### src/rtl/fetch_unit.sv
// fetch_unit: instruction-fetch stage. It owns the fetch PC, issues one
// imem request at a time, buffers returned words in a DEPTH-entry FIFO and
// presents {inst, inst_pc} to decode.
//
// Handshakes:
//   imem side   : imem_req/imem_addr are held until imem_ack. imem_ack is
//                 only sampled while imem_req=1.
//   decode side : the FIFO head is transferred on a cycle with
//                 inst_valid & inst_ready. A redirect_valid pulse flushes the
//                 FIFO on the same edge, and any pop in that cycle is ignored.
//
// Build option:
//   FETCH_BYPASS_EN - when the FIFO is empty, an accepted ack is presented on
//                     inst_* in the same cycle. If decode is ready, the word
//                     skips the FIFO. Without this macro, inst_* come only
//                     from registers.
module fetch_unit #(
  parameter int                 ADDR_W   = 32,
  parameter int                 DATA_W   = 32,
  parameter int                 DEPTH    = 4,
  parameter logic [ADDR_W-1:0]  RESET_PC = '0
) (
  input  logic              clk,
  input  logic              rst,
  input  logic              redirect_valid,
  input  logic [ADDR_W-1:0] redirect_pc,
  output logic              imem_req,
  output logic [ADDR_W-1:0] imem_addr,
  input  logic              imem_ack,
  input  logic [DATA_W-1:0] imem_rdata,
  output logic              inst_valid,
  output logic [DATA_W-1:0] inst,
  output logic [ADDR_W-1:0] inst_pc,
  input  logic              inst_ready
);

  localparam int                PTR_W   = $clog2(DEPTH);
  localparam logic [PTR_W:0]    DEPTH_C = (PTR_W+1)'(DEPTH);
  localparam logic [ADDR_W-1:0] PC_STEP = ADDR_W'(4);
  localparam logic [ADDR_W-1:0] ALIGN_M = ~(ADDR_W'(3));

  // IDLE: no request outstanding. WAIT: request live. KILL: request live,
  // but its data is discarded because a redirect arrived.
  typedef enum logic [1:0] {IDLE, WAIT, KILL} state_t;

  state_t            state, state_next;
  logic [ADDR_W-1:0] fetch_pc, fetch_pc_next;
  logic [ADDR_W-1:0] req_pc, req_pc_next;
  logic [ADDR_W-1:0] redirect_aligned;

  logic [DATA_W-1:0] inst_mem [DEPTH];
  logic [ADDR_W-1:0] pc_mem   [DEPTH];
  logic [PTR_W-1:0]  rd_ptr, wr_ptr;
  logic [PTR_W:0]    count, count_next;

  logic ack_taken, push, pop, fifo_valid;

  assign redirect_aligned = redirect_pc & ALIGN_M;
  assign ack_taken        = (state == WAIT) && imem_ack && !redirect_valid;
  assign fifo_valid       = (count != '0);
  assign pop              = fifo_valid && inst_ready && !redirect_valid;

`ifdef FETCH_BYPASS_EN
  logic bypass_hit;
  assign bypass_hit = ack_taken && !fifo_valid;
  assign push       = ack_taken && !(bypass_hit && inst_ready);
  assign inst_valid = fifo_valid || bypass_hit;
  assign inst       = bypass_hit ? imem_rdata : inst_mem[rd_ptr];
  assign inst_pc    = bypass_hit ? req_pc     : pc_mem[rd_ptr];
`else
  assign push       = ack_taken;
  assign inst_valid = fifo_valid;
  assign inst       = inst_mem[rd_ptr];
  assign inst_pc    = pc_mem[rd_ptr];
`endif

  assign count_next = count + (PTR_W+1)'(push) - (PTR_W+1)'(pop);
  assign imem_req   = (state != IDLE);
  assign imem_addr  = req_pc;

  // Fetch FSM registers: state, next fetch address and in-flight address.
  always_ff @(posedge clk or posedge rst) begin
    if (rst) begin
      state    <= IDLE;
      fetch_pc <= RESET_PC;
      req_pc   <= RESET_PC;
    end else begin
      state    <= state_next;
      fetch_pc <= fetch_pc_next;
      req_pc   <= req_pc_next;
    end
  end

  // Next-state logic. A new request is issued only when the FIFO will have
  // room for its word, so the FIFO cannot overflow.
  always_comb begin
    state_next    = state;
    fetch_pc_next = fetch_pc;
    req_pc_next   = req_pc;
    case (state)
      IDLE: begin
        if (redirect_valid) begin
          fetch_pc_next = redirect_aligned;
        end else if (count_next < DEPTH_C) begin
          state_next  = WAIT;
          req_pc_next = fetch_pc;
        end
      end
      WAIT: begin
        if (redirect_valid) begin
          fetch_pc_next = redirect_aligned;
          state_next    = imem_ack ? IDLE : KILL;
        end else if (imem_ack) begin
          fetch_pc_next = fetch_pc + PC_STEP;
          if (count_next < DEPTH_C) begin
            req_pc_next = req_pc + PC_STEP;
          end else begin
            state_next = IDLE;
          end
        end
      end
      KILL: begin
        if (redirect_valid) fetch_pc_next = redirect_aligned;
        if (imem_ack)       state_next    = IDLE;
      end
      default: state_next = IDLE;
    endcase
  end

  // Prefetch FIFO. A redirect empties it on the same edge.
  always_ff @(posedge clk or posedge rst) begin
    if (rst) begin
      count  <= '0;
      rd_ptr <= '0;
      wr_ptr <= '0;
      for (int i = 0; i < DEPTH; i++) begin
        inst_mem[i] <= '0;
        pc_mem[i]   <= '0;
      end
    end else if (redirect_valid) begin
      count  <= '0;
      rd_ptr <= '0;
      wr_ptr <= '0;
    end else begin
      if (push) begin
        inst_mem[wr_ptr] <= imem_rdata;
        pc_mem[wr_ptr]   <= req_pc;
        wr_ptr           <= wr_ptr + PTR_W'(1);
      end
      if (pop) rd_ptr <= rd_ptr + PTR_W'(1);
      count <= count_next;
    end
  end

endmodule

### config.mk
export PLATFORM = sky130hd
export DESIGN_NAME = fetch_unit
export DESIGN_NICKNAME = d
export VERILOG_FILES = /design/src/rtl/fetch_unit.sv
export SDC_FILE = /design/constraint.sdc
export NUM_CORES = 1
export LEC_CHECK = 0
export ABC_AREA = 1
export CAP_MARGIN = 15
export CORE_MARGIN = 2
export CORE_UTILIZATION = 30
export CTS_BUF_LIST = sky130_fd_sc_hd__clkbuf_8
export CTS_CLUSTER_DIAMETER = 60
export DETAILED_ROUTE_END_ITERATION = 10
export SLEW_MARGIN = 5
export SYNTH_ARGS = -nofsm -noshare
export SYNTH_HDL_FRONTEND = slang
export SYNTH_SLANG_ARGS = --single-unit
export TNS_END_PERCENT = 100
### constraint.sdc
create_clock -name clk -period 9.2 [get_ports clk]
set_clock_uncertainty 0.2 [all_clocks]
set_input_delay 0.92 -clock clk [delete_from_list [all_inputs] [get_ports clk]]
set_output_delay 0.92 -clock clk [all_outputs]
set_load 0.05 [all_outputs]
==> impl_metrics.xml <==
<?xml version="1.0" encoding="UTF-8"?>
<metrics>
  <group name="place">
    <metric name="dp.final_hpwl" unit="mm">29.6</metric>
    <metric name="post-place-cells" unit="">2800</metric>
    <metric name="gpl.final_weighted_congestion" unit="">0.907</metric>
    <metric name="port_buffers" unit="">160</metric>
  </group>
  <group name="worst_setup_path">
    <metric name="setup.reg_to_reg.worst_slack" unit="ps">5820</metric>
    <metric name="worst_ep_required_time" unit="ps">8080</metric>
    <metric name="critPathArrivalTime" unit="ps">4050</metric>
    <metric name="reg2reg_from" unit="">state[1]$_DFFE_PP0P_</metric>
    <metric name="ff2ff_path_depth" unit="">16</metric>
    <metric name="timing.critical_path.fanout_max" unit="">87</metric>
    <metric name="r2r-end" unit="">imem_addr[30]$_DFFE_PP0P_</metric>
    <metric name="worst_setup_path_start_kind" unit="">register</metric>
    <metric name="critical_path_class" unit="">register to primary output</metric>
    <metric name="critPathCaptureType" unit="">primary output</metric>
  </group>
  <group name="finish">
    <metric name="layout_commonest_cell" unit="">nand2_1</metric>
    <metric name="most-common-layout-cells" unit="">nand2_1, dfrtp_1, nor2_1</metric>
    <metric name="num-fill-cells" unit="">5493</metric>
    <metric name="flow.area_growth_from_synthesis" unit="%">19.6</metric>
    <metric name="fin_cells" unit="">2904</metric>
    <metric name="drive_above_1_share" unit="">0.0582</metric>
    <metric name="seqCellArea" unit="µm²">7940</metric>
    <metric name="layout.nets" unit="">2248</metric>
    <metric name="multiInputGateArea" unit="µm²">6690</metric>
    <metric name="insertedDiodeCount" unit="">0</metric>
  </group>
  <group name="clocking">
    <metric name="clk_transition_reported_paths" unit="ps">60</metric>
    <metric name="cts_setup_buffers" unit="">0</metric>
    <metric name="insertion_delay" unit="ps">640</metric>
    <metric name="resized_after_cts" unit="">0</metric>
    <metric name="clock_tree.root_cell" unit="">clkbuf_8</metric>
    <metric name="cts_hold_buffers" unit="">0</metric>
    <metric name="cts_made_buffers" unit="">56</metric>
    <metric name="cts.path.max_buffers" unit="">3</metric>
    <metric name="clock_tree.htree_level_count" unit="">2</metric>
    <metric name="cts_tree" unit="">built</metric>
    <metric name="cts_num_sinks" unit="">317</metric>
  </group>
  <group name="synthesis">
    <metric name="yosys_warnings" unit="">0</metric>
    <metric name="synthesis.area" unit="µm²">15800</metric>
    <metric name="synth.ff_latch_count" unit="">317</metric>
    <metric name="synthXorXnorAreaFrac" unit="">0.00333</metric>
    <metric name="syn-instance-count" unit="">2053</metric>
    <metric name="synth_top_area_share" unit="">0.503</metric>
    <metric name="yosys.area_share.adder" unit="">0.00762</metric>
    <metric name="synth.mux.area_fraction" unit="">0</metric>
    <metric name="synth_simple_gate_area_frac" unit="">0.242</metric>
    <metric name="number_of_distinct_library_cells_after_synthesis" unit="">34</metric>
    <metric name="synth_area_per_cell" unit="µm²">7.68</metric>
    <metric name="dominant_combinational_cell_family_by_area_after_synthesis" unit="">simple AND/OR/NAND/NOR gates</metric>
    <metric name="synth_sequential_area_ratio" unit="">0.503</metric>
    <metric name="synthDominantAreaCellType" unit="">dfrtp_1</metric>
    <metric name="synth_compound_area_frac" unit="">0.169</metric>
    <metric name="ys_top_cells_by_area" unit="">dfrtp_1, nand2_1, o21ai_1, nor2_1, o21ai_0</metric>
  </group>
  <group name="timing">
    <metric name="tightest_slew" unit="ps">1060</metric>
    <metric name="layout_worst_path_cycle_share" unit="">0.562</metric>
    <metric name="grt_setup_unrepaired" unit="">no</metric>
    <metric name="relSlewSlack" unit="">0.293</metric>
    <metric name="hold_viol_final" unit="">0</metric>
    <metric name="finalSetupViolCount" unit="">0</metric>
    <metric name="maxClockFrequency" unit="MHz">193</metric>
    <metric name="final-max-slew-violation-count" unit="">0</metric>
    <metric name="period_minus_slack" unit="ps">5170</metric>
    <metric name="tns" unit="ps">0</metric>
  </group>
  <group name="route">
    <metric name="postRouteAntennaNets" unit="">0</metric>
    <metric name="avgViaCountPerCell" unit="">4.88</metric>
    <metric name="drt_iter0_markers" unit="">946</metric>
    <metric name="drt_drc_violations_left" unit="">0</metric>
    <metric name="detail_route.first_pass.iterations" unit="">5</metric>
    <metric name="post_detailed_routing_wire_length" unit="mm">46.6</metric>
    <metric name="detail_route.wl_per_cell" unit="µm">16.0</metric>
    <metric name="num_vias" unit="">14185</metric>
  </group>
  <group name="power_and_ir_drop">
    <metric name="pwr-share-clk" unit="">0.199</metric>
    <metric name="p_int" unit="W">0.00352</metric>
    <metric name="power-per-cell-area" unit="nW/µm²">359</metric>
    <metric name="leakagePower" unit="nW">8.63</metric>
    <metric name="power.share.sequential" unit="">0.317</metric>
    <metric name="combinationalPowerShare" unit="">0.484</metric>
    <metric name="worst_supply_voltage_drop_on_vdd" unit="mV">0.156</metric>
    <metric name="p_sw_frac" unit="">0.481</metric>
    <metric name="switching_power" unit="W">0.00326</metric>
  </group>
  <group name="grt">
    <metric name="grt.overflow.total" unit="">0</metric>
    <metric name="grt_max_degree" unit="">177</metric>
    <metric name="grt_antenna_before_repair" unit="">0</metric>
    <metric name="vias_in_the_first_global_route" unit="">13450</metric>
    <metric name="grt_use_total" unit="">0.172</metric>
    <metric name="grt_first_pass_wirelength" unit="mm">74.3</metric>
  </group>
  <group name="floorplanning">
    <metric name="dieWidth" unit="µm">233</metric>
    <metric name="die_span_y" unit="µm">233</metric>
    <metric name="floorplan.core_area" unit="µm²">52200</metric>
    <metric name="initial_core_util" unit="">0.302</metric>
    <metric name="core.rowCount" unit="">84</metric>
    <metric name="floorplan.die_area" unit="µm²">54400</metric>
    <metric name="io-pin-count" unit="">167</metric>
  </group>
  <group name="worst_hold_path">
    <metric name="worst_hold_class" unit="">register to register</metric>
    <metric name="hold_path.startpoint" unit="">inst_mem[63]$_DFFE_PP0P_</metric>
    <metric name="hold_depth" unit="">2</metric>
    <metric name="min_to" unit="">inst_mem[63]$_DFFE_PP0P_</metric>
  </group>
  <group name="flow_run">
    <metric name="max_cap_violations" unit="">0</metric>
  </group>
  <group name="run_status">
    <metric name="run_status" unit="">complete, no violations</metric>
  </group>
</metrics>
cell families (layout without fill, tap and decap cells):
family | after synthesis | in the layout
flops | 317 | 317
simple gates | 966 | 966
fa+ha+maj | 9 | 9
other cells | 1 | 4
xor+xnor | 6 | 6
buf+inv | 245 | 405
compound gates | 509 | 509
power groups by stage:
| stage | Clock [W] | Combinational, W | Sequential, W |
|---|---|---|---|
| after CTS | 0.00140 | 0.00331 | 0.00214 |
| after floorplan | 0 | 0.00209 | 0.00225 |
| after detailed placement | 0 | 0.00330 | 0.00216 |
| after global routing | 0.00146 | 0.00357 | 0.00221 |
| final | 0.00135 | 0.00328 | 0.00215 |
| after global placement | 0 | 0.00327 | 0.00215 |
state kept, by name (all words and copies together) (netlist names):
name,cells
count,3
fetch_pc,30
imem_addr,30
inst_mem,128
pc_mem,120
rd_ptr,2
state,2
wr_ptr,2
worst max-delay path: stages, from the launching register on:
cell and delay, ps:
dfrtp_4 640, clkinv_2 480, buf_4 800, o21ai_0 170, o22ai_1 390, clkdlybuf4s50_1 900
stage by stage:
stage	power [W]	cell area, µm²	utilization	hold WS, ps	setup slack, ps
floorplan	0.00434	15800	-	248	3860
global placement	0.00541	17700	0.339	260	4680
detailed placement	0.00546	17700	0.339	263	4660
CTS	0.00685	18900	0.361	278	3950
global route	0.00724	18900	0.361	289	3790
finish	0.00677	18900	0.361	278	4030
cell usage after synthesis:
library cell  number
or2_2              4
nor2_1           300
o21ai_2            8
nand2_4            5
buf_1              2
buf_4              4
a21oi_1           14
nor3_4             1
o31ai_1            1
xnor2_1            2
nand2_1          565
a31oi_1            2
and2_1             1
clkbuf_1          65
nand3_1           79
o22ai_1           65
nor3b_1            1
nand3b_1           2
o21bai_1           2
o21ai_1          234
buf_6             28
clkinv_1           2
inv_2              2
dfrtp_1          317
nand4_1            6
conb_1             1
ha_1               8
buf_2             22
o21ai_0          182
inv_1            120
fa_1               1
nor3_1             2
o211ai_1           1
xor2_1             4
cell type report:
type / count / area share
clock buffers: 70 / 0.0511
repair buffers: 177 / 0.0923
inverters: 124 / 0.0249
well taps: 688 / 0.0456
multi-input cells: 1494 / 0.355
clock inverters: 34 / 0.0106
flip-flops and latches: 317 / 0.421
worst max path at each step:
stage | end | from | slack (ps) | cells after the start
after floorplan | count[0]$_DFF_PP0_ | rst | 3860 | 1
after global placement | inst_pc[24] | rd_ptr[0]$_DFFE_PP0P_ | 4680 | 5
after detailed placement | inst_pc[24] | rd_ptr[0]$_DFFE_PP0P_ | 4660 | 5
after CTS | inst_pc[24] | rd_ptr[0]$_DFFE_PP0P_ | 3950 | 5
after global routing | inst_pc[24] | rd_ptr[0]$_DFFE_PP0P_ | 3790 | 5
final | inst_pc[24] | rd_ptr[0]$_DFFE_PP0P_ | 4030 | 5
metal layers:
metal  track usage  up-vias  wire length, µm  share of wire
met2         0.270      446            20900           0.45
met1         0.233     6696            21000           0.45
met3        0.0377       90             3170          0.068
met5             0        -                0              0
li1              -     6953                -              -
met4        0.0625        0             1510          0.032
Power figures use the tool's default switching activity.
